==> src/rtl/output_port_fifo.sv <==
// rtl/output_port_fifo.sv - output port FIFO between the control unit and an external device
module output_port_fifo #(
    parameter int WIDTH = 16,
    parameter int DEPTH = 4
) (
    input  logic                     CLK,
    input  logic                     Reset,
    input  logic                     OutputWrite,
    input  logic [WIDTH-1:0]         OutData,
    input  logic                     OutReady,
    input  logic                     OverflowClear,
    output logic                     OutValid,
    output logic [WIDTH-1:0]         OutPort,
    output logic [WIDTH-1:0]         LastOut,
    output logic [$clog2(DEPTH):0]   Count,
    output logic                     Full,
    output logic                     Empty,
    output logic                     Overflow
);

    localparam int AW = $clog2(DEPTH);
    localparam int CW = AW + 1;

    logic [WIDTH-1:0] r_mem [DEPTH];
    logic [AW-1:0]    r_wr_ptr;
    logic [AW-1:0]    r_rd_ptr;
    logic [CW-1:0]    r_count;
    logic [WIDTH-1:0] r_last_out;
    logic             r_overflow;

    logic             w_valid;
    logic             w_full;
    logic             w_pop;
    logic             w_push;
    logic             w_drop;
    logic [WIDTH-1:0] w_head;

    assign w_valid = (r_count != '0);
    assign w_full  = (r_count == CW'(DEPTH));
    assign w_pop   = w_valid && OutReady;
    // A full FIFO still accepts a word when a pop frees a slot in the same cycle.
    assign w_push  = OutputWrite && (!w_full || w_pop);
    assign w_drop  = OutputWrite && w_full && !w_pop;
    // Gate the head so stale storage contents never reach the device.
    assign w_head  = w_valid ? r_mem[r_rd_ptr] : '0;

    always_ff @(posedge CLK) begin
        if (w_push) begin
            r_mem[r_wr_ptr] <= OutData;
        end
    end

    always_ff @(posedge CLK) begin
        if (!Reset) begin
            r_wr_ptr   <= '0;
            r_rd_ptr   <= '0;
            r_count    <= '0;
            r_last_out <= '0;
            r_overflow <= 1'b0;
        end else begin
            if (w_push) begin
                r_wr_ptr <= r_wr_ptr + AW'(1);
            end
            if (w_pop) begin
                r_rd_ptr   <= r_rd_ptr + AW'(1);
                r_last_out <= w_head;
            end
            if (w_push && !w_pop) begin
                r_count <= r_count + CW'(1);
            end else if (w_pop && !w_push) begin
                r_count <= r_count - CW'(1);
            end
            // A drop in the same cycle as a clear wins, so no drop goes unreported.
            if (w_drop) begin
                r_overflow <= 1'b1;
            end else if (OverflowClear) begin
                r_overflow <= 1'b0;
            end
        end
    end

    assign OutValid = w_valid;
    assign OutPort  = w_head;
    assign LastOut  = r_last_out;
    assign Count    = r_count;
    assign Full     = w_full;
    assign Empty    = !w_valid;
    assign Overflow = r_overflow;

endmodule

==> config.mk <==
export PLATFORM = sky130hd
export DESIGN_NAME = output_port_fifo
export DESIGN_NICKNAME = d
export VERILOG_FILES = /design/src/rtl/output_port_fifo.sv
export SDC_FILE = /design/constraint.sdc
export NUM_CORES = 1
export LEC_CHECK = 0
export ABC_CLOCK_PERIOD_IN_PS = 2400
export BUFFER_PORTS_ARGS = -buffer_cell sky130_fd_sc_hd__buf_2
export CAP_MARGIN = 10
export CORE_AREA = 10 10 90 92
export CTS_CLUSTER_SIZE = 10
export DETAILED_ROUTE_END_ITERATION = 7
export DIE_AREA = 0 0 100 102
export PLACE_DENSITY = 0.78
export SYNTH_ARGS = -nofsm -noshare
export SYNTH_HDL_FRONTEND = slang
export SYNTH_SLANG_ARGS = --single-unit
==> constraint.sdc <==
create_clock -name CLK -period 2.4 [get_ports CLK]
set_input_delay 0.36 -clock CLK [delete_from_list [all_inputs] [get_ports CLK]]
set_output_delay 0.36 -clock CLK [all_outputs]
set_load 0.02 [all_outputs]
# After elaboration in Yosys (flattened, before gate mapping)
# Memories as Yosys holds them, arrays and structs flattened. A register that Yosys moved wholly into a read port is not among the register bits.
# Index checks and enable logic that the tools add are counted.
[op_classes]
addsub = 4
mul = 0
n_div = 0
magnitude_cmp = 0
n_eq_ne = 1
n_shift = 0
muxes = 9
bitwise_logic = 0
reduce_logical = 14
[op_table]
columns = ["cell", "count"]
rows = [
  ["16-bit two-way mux", 1],
  ["1-bit logical AND", 6],
  ["3-bit two-way mux", 2],
  ["2-bit by 1-bit adder with 2-bit output, second input constant", 2],
  ["1-bit zero test", 4],
  ["1-bit two-way mux", 4],
  ["2-bit two-way mux", 2],
  ["2-bit nonzero test", 2],
  ["3-bit by 1-bit adder with 3-bit output, second input constant", 1],
  ["3-bit == test, second input constant", 1],
  ["3-bit nonzero test", 1],
  ["3-bit by 1-bit subtractor with 3-bit output, second input constant", 1],
  ["1-bit logical OR", 1],
]
[totals]
register_bits = 24
latchBits = 0
mem_bits_rw = 64
romBits = 0
inputBits = 21
output_inout_bits = 39
mem_count = 1
[memory_table]
columns = ["name", "words", "word_bits", "rd", "rd_ports_with_merged_regs", "write_ports", "line_no", "source"]
rows = [
  ["r_mem", 4, 16, 1, 1, 1, "24", "logic [WIDTH-1:0] r_mem [DEPTH];"],
]

# Longest topological paths before layout
[depth]
word_depth = 8
mapped_depth = 8

# Worst setup path after synthesis
# OpenSTA, ideal clock, no wires.
[synth_path]
kind = "reg2reg"
start = "register r_count[0], in the netlist Count[0]"
end = "register r_count[2], in the netlist Count[2]"
arrival_time_ns = 2.349
slack_ns = -0.019
path_stages_with_launch = 9
path_buffers = 0
period_less_slack_ns = 2.419
path_cell_list = "dfxtp_1 nor3b_2 a21boi_1 ha_1 inv_1 fa_1 xor2_1 or3_1 a21oi_1"
[synth_via]
elab_chain_len = 7
[synth_lines]
columns = ["element", "line_no", "source"]
rows = [
  ["start, declared", "27", "logic [CW-1:0] r_count;"],
  ["start signal, assigned", "69", "r_count <= r_count + CW'(1);"],
  ["start signal, assigned", "71", "r_count <= r_count - CW'(1);"],
  ["3-bit == test *", "39", "assign w_full = (r_count == CW'(DEPTH));"],
  ["named net Full", "16", "output logic Full,"],
  ["1-bit zero test *", "42", "assign w_push = OutputWrite && (!w_full || w_pop);"],
  ["1-bit logical OR *", "42", ""],
  ["1-bit logical AND *", "42", ""],
  ["named net w_push", "34", "logic w_push;"],
  ["1-bit zero test", "70", "end else if (w_pop && !w_push) begin"],
  ["1-bit logical AND", "70", ""],
  ["2-bit nonzero test (no line)", "--", ""],
]
# The timed path passes the listed nets; every way through them passes the cells marked *. The select of a mux whose other input is x is not followed.
# A chain may end at the register's enable or synchronous reset.

==> flow_summary_export.csv <==
group,metric,value,unit
detailed_routing,dr_total_vias,1840,
grt,overflow,0,
yosys,syn_inst,191,
floorplanning,ios,60,
detailed_routing,drt_iter0_markers,79,
detailed_routing,first_pass_iters,4,
sta,clock_skew,8.716,ps
flow_run,drv_cap,0,
clock_network,htreeDepth,3,
layout,area_growth,16.56,%
critical_path,path_class,"flip-flop to output pin",
detailed_routing,ant_nets,0,
clock_network,cts-resized-gates,0,
clock_network,numCtsBuffers,9,
sta,slew_headroom,53.32,%
yosys,syn-num-nets,218,
grt,grt_pass1_wl,9860,um
clock_network,cts-hold-fix-buffers,0,
layout,instances_no_fill,344,
clock_network,clk_latency,340,ps
status,status,"completed",
critical_path,path_buf_inv,2,
yosys,synthTopCellsByArea,"edfxtp_1 (56%), dfxtp_1 (15%), mux4_2 (11%)",
sta,whs,233.8,ps
yosys,syn_avg_cell_area,17.96,um2
clock_network,cts.reportedPaths.clkPinSlew,80,ps
sta,setup_viol,0,
power_and_ir_drop,power_density,1136,nW/um2
floorplanning,die_area,10200,um2
clock_network,cts_setup_buffers,0,
floorplanning,initial_utilization,54.65,%
critical_path,required,2040,ps
clock_network,cts_tree,"built",
critical_path,path_cells,"buf_4 -> mux4_2 -> and2_1 -> buf_2",
grt,antenna_found_initial,0,
yosys,synth_top_area_share,56.02,%
critical_path,max_stage_delay,530,ps
power_and_ir_drop,vdd_drop_max,0.7844,mV
detailed_routing,drc,0,
layout,antenna_cells,0,
detailed_routing,vias_per_cell,5.349,
power_and_ir_drop,p_leak,1.554,nW
floorplanning,die_h,102,um
sta,hold_viol_final,0,
layout,final_nets,289,
sta,final_max_slew_viol_count,0,
layout,final_cell_mix,"edfxtp_1 (64), buf_2 (59), dfxtp_1 (26), and2_1 (20)",
clock_network,cts.sinks,90,
critical_path,path_max_fanout,8,
min_path,hold_path.class,"input port to flip-flop",
grt,grt_pass1_vias,1943,
clock_network,root_buffer,"clkbuf_8",
sta,finalCriticalPeriod,2259,ps
sta,fmax,0.4427,GHz
grt,grt.total_usage,12.57,%
critical_path,arrival,1900,ps
yosys,yosysTopAreaCell,"edfxtp_1",
floorplanning,rows,29,
detailed_routing,routed_wl,6363,um
floorplanning,core,6277,um2
yosys,synth_area,3431,um2
clock_network,clk_path_buf_depth,2,
floorplanning,die_w,100,um
critical_path,crit_family,"multiplexers",
yosys,synth_seq_area_share,71.19,%
critical_path,crit_path_start_kind,"flip-flop",
placed_design,io_buffers,59,
critical_path,cp_slowest_cell,"mux4_2",
sta,worstMarginPinSlew,700.3,ps
critical_path,cp-end-kind,"output pin",
detailed_routing,wire_per_inst,18.50,um
yosys,synth.distinct_cells,26,
yosys,yosys_register_bits,90,
sta,timing.setup.tns,0,ps
yosys,ys.warnings.count,0,
placed_design,dp_cells,328,
placed_design,place_congestion,0.7305,
layout,drive_above_1_share,38.20,%
placed_design,dp_hpwl,4280,um
grt,grt_start_max_net_pins,20,
layout,final_common_cell,"edfxtp_1",
sta,rsz0062_at_grt,"false",
sta,finalCritPeriodShare,94.12,%
[worst register-to-register path, delay by kind of cell (launching register included)]
family / cells / cell delay [ps]
buf+inv: 1 / 70
fa+ha+maj: 2 / 640
simple gates: 1 / 310
flops: 1 / 400
compound gates: 2 / 500
xor+xnor: 1 / 160
[registers in the layout, indices dropped and copies added (netlist names), named ones only]
signal    flops
Overflow      1
r_wr_ptr      2
Count         3
r_mem        64
r_rd_ptr      2
LastOut      16
[kinds of logic after synthesis]
logic type / synth area share (%)
xor+xnor: 1.021
flops: 71.19
compound gates: 5.944
buf+inv: 2.480
simple gates: 5.580
mux: 11.38
fa+ha+maj: 2.407
[power by group]
part | switching (mW) | internal, mW | leakage [nW]
logic | 0.987 | 0.679 | 0.667
clock network | 0.467 | 0.401 | 0.0872
registers | 0.127 | 1.88 | 0.800
[cell usage after synthesis (all sizes together)]
master  instances
edfxtp         64
dfxtp          26
and2           20
a22o           16
mux4           16
inv             7
nor2            7
buf             6
ha              5
nand2           4
xor2            4
mux2i           3
a21oi           2
clkbuf          2
or3             2
a21boi          1
a32oi           1
fa              1
nor3b           1
o21ai           1
o311ai          1
o31ai           1
[through the flow]
stage / area (um2) / setup slack (ps) / util, % / total power, mW
2_1_floorplan: 3435 / 110.8 / - / 3.231
3_3_place_gp: 3835 / 378.5 / 61.09 / 3.707
3_5_place_dp: 3835 / 292.6 / 61.09 / 3.744
4_1_cts: 3999 / 107.0 / 63.70 / 4.605
5_1_grt: 3999 / 4.962 / 63.70 / 4.800
6_report: 3999 / 141.2 / 63.70 / 4.543
[final timing paths]
path	to	slack, ps	start	cells after the start
setup reg to reg	Count[2]	260	Count[0]	7
setup / recovery	OutPort[3]	140	flip-flop	4
hold reg to reg	LastOut[10]	470	LastOut[10]	1
hold / removal	r_mem[1][9]	230	OutData[9]	1
[layer usage]
| metal | part of all wire (%) | wire length (um) | track usage (%) |
|---|---|---|---|
| met2 | 51 | 3219 | 20.46 |
| met5 | 0 | 0 | 0 |
| met3 | 7.3 | 464 | 5.735 |
| met1 | 41 | 2635 | 14.18 |
| met4 | 0.69 | 44 | 5.109 |
[final cells by class]
type | count | area, um2
sequential | 90 | 2442
fill | 454 | 2278
multi-input combinational | 86 | 907.1
timing repair buffer | 68 | 362.8
clock buffer | 13 | 148.9
tap | 77 | 96.34
inverter | 7 | 26.28
clock inverter | 3 | 15.01
(Power assumes the default switching activity.)
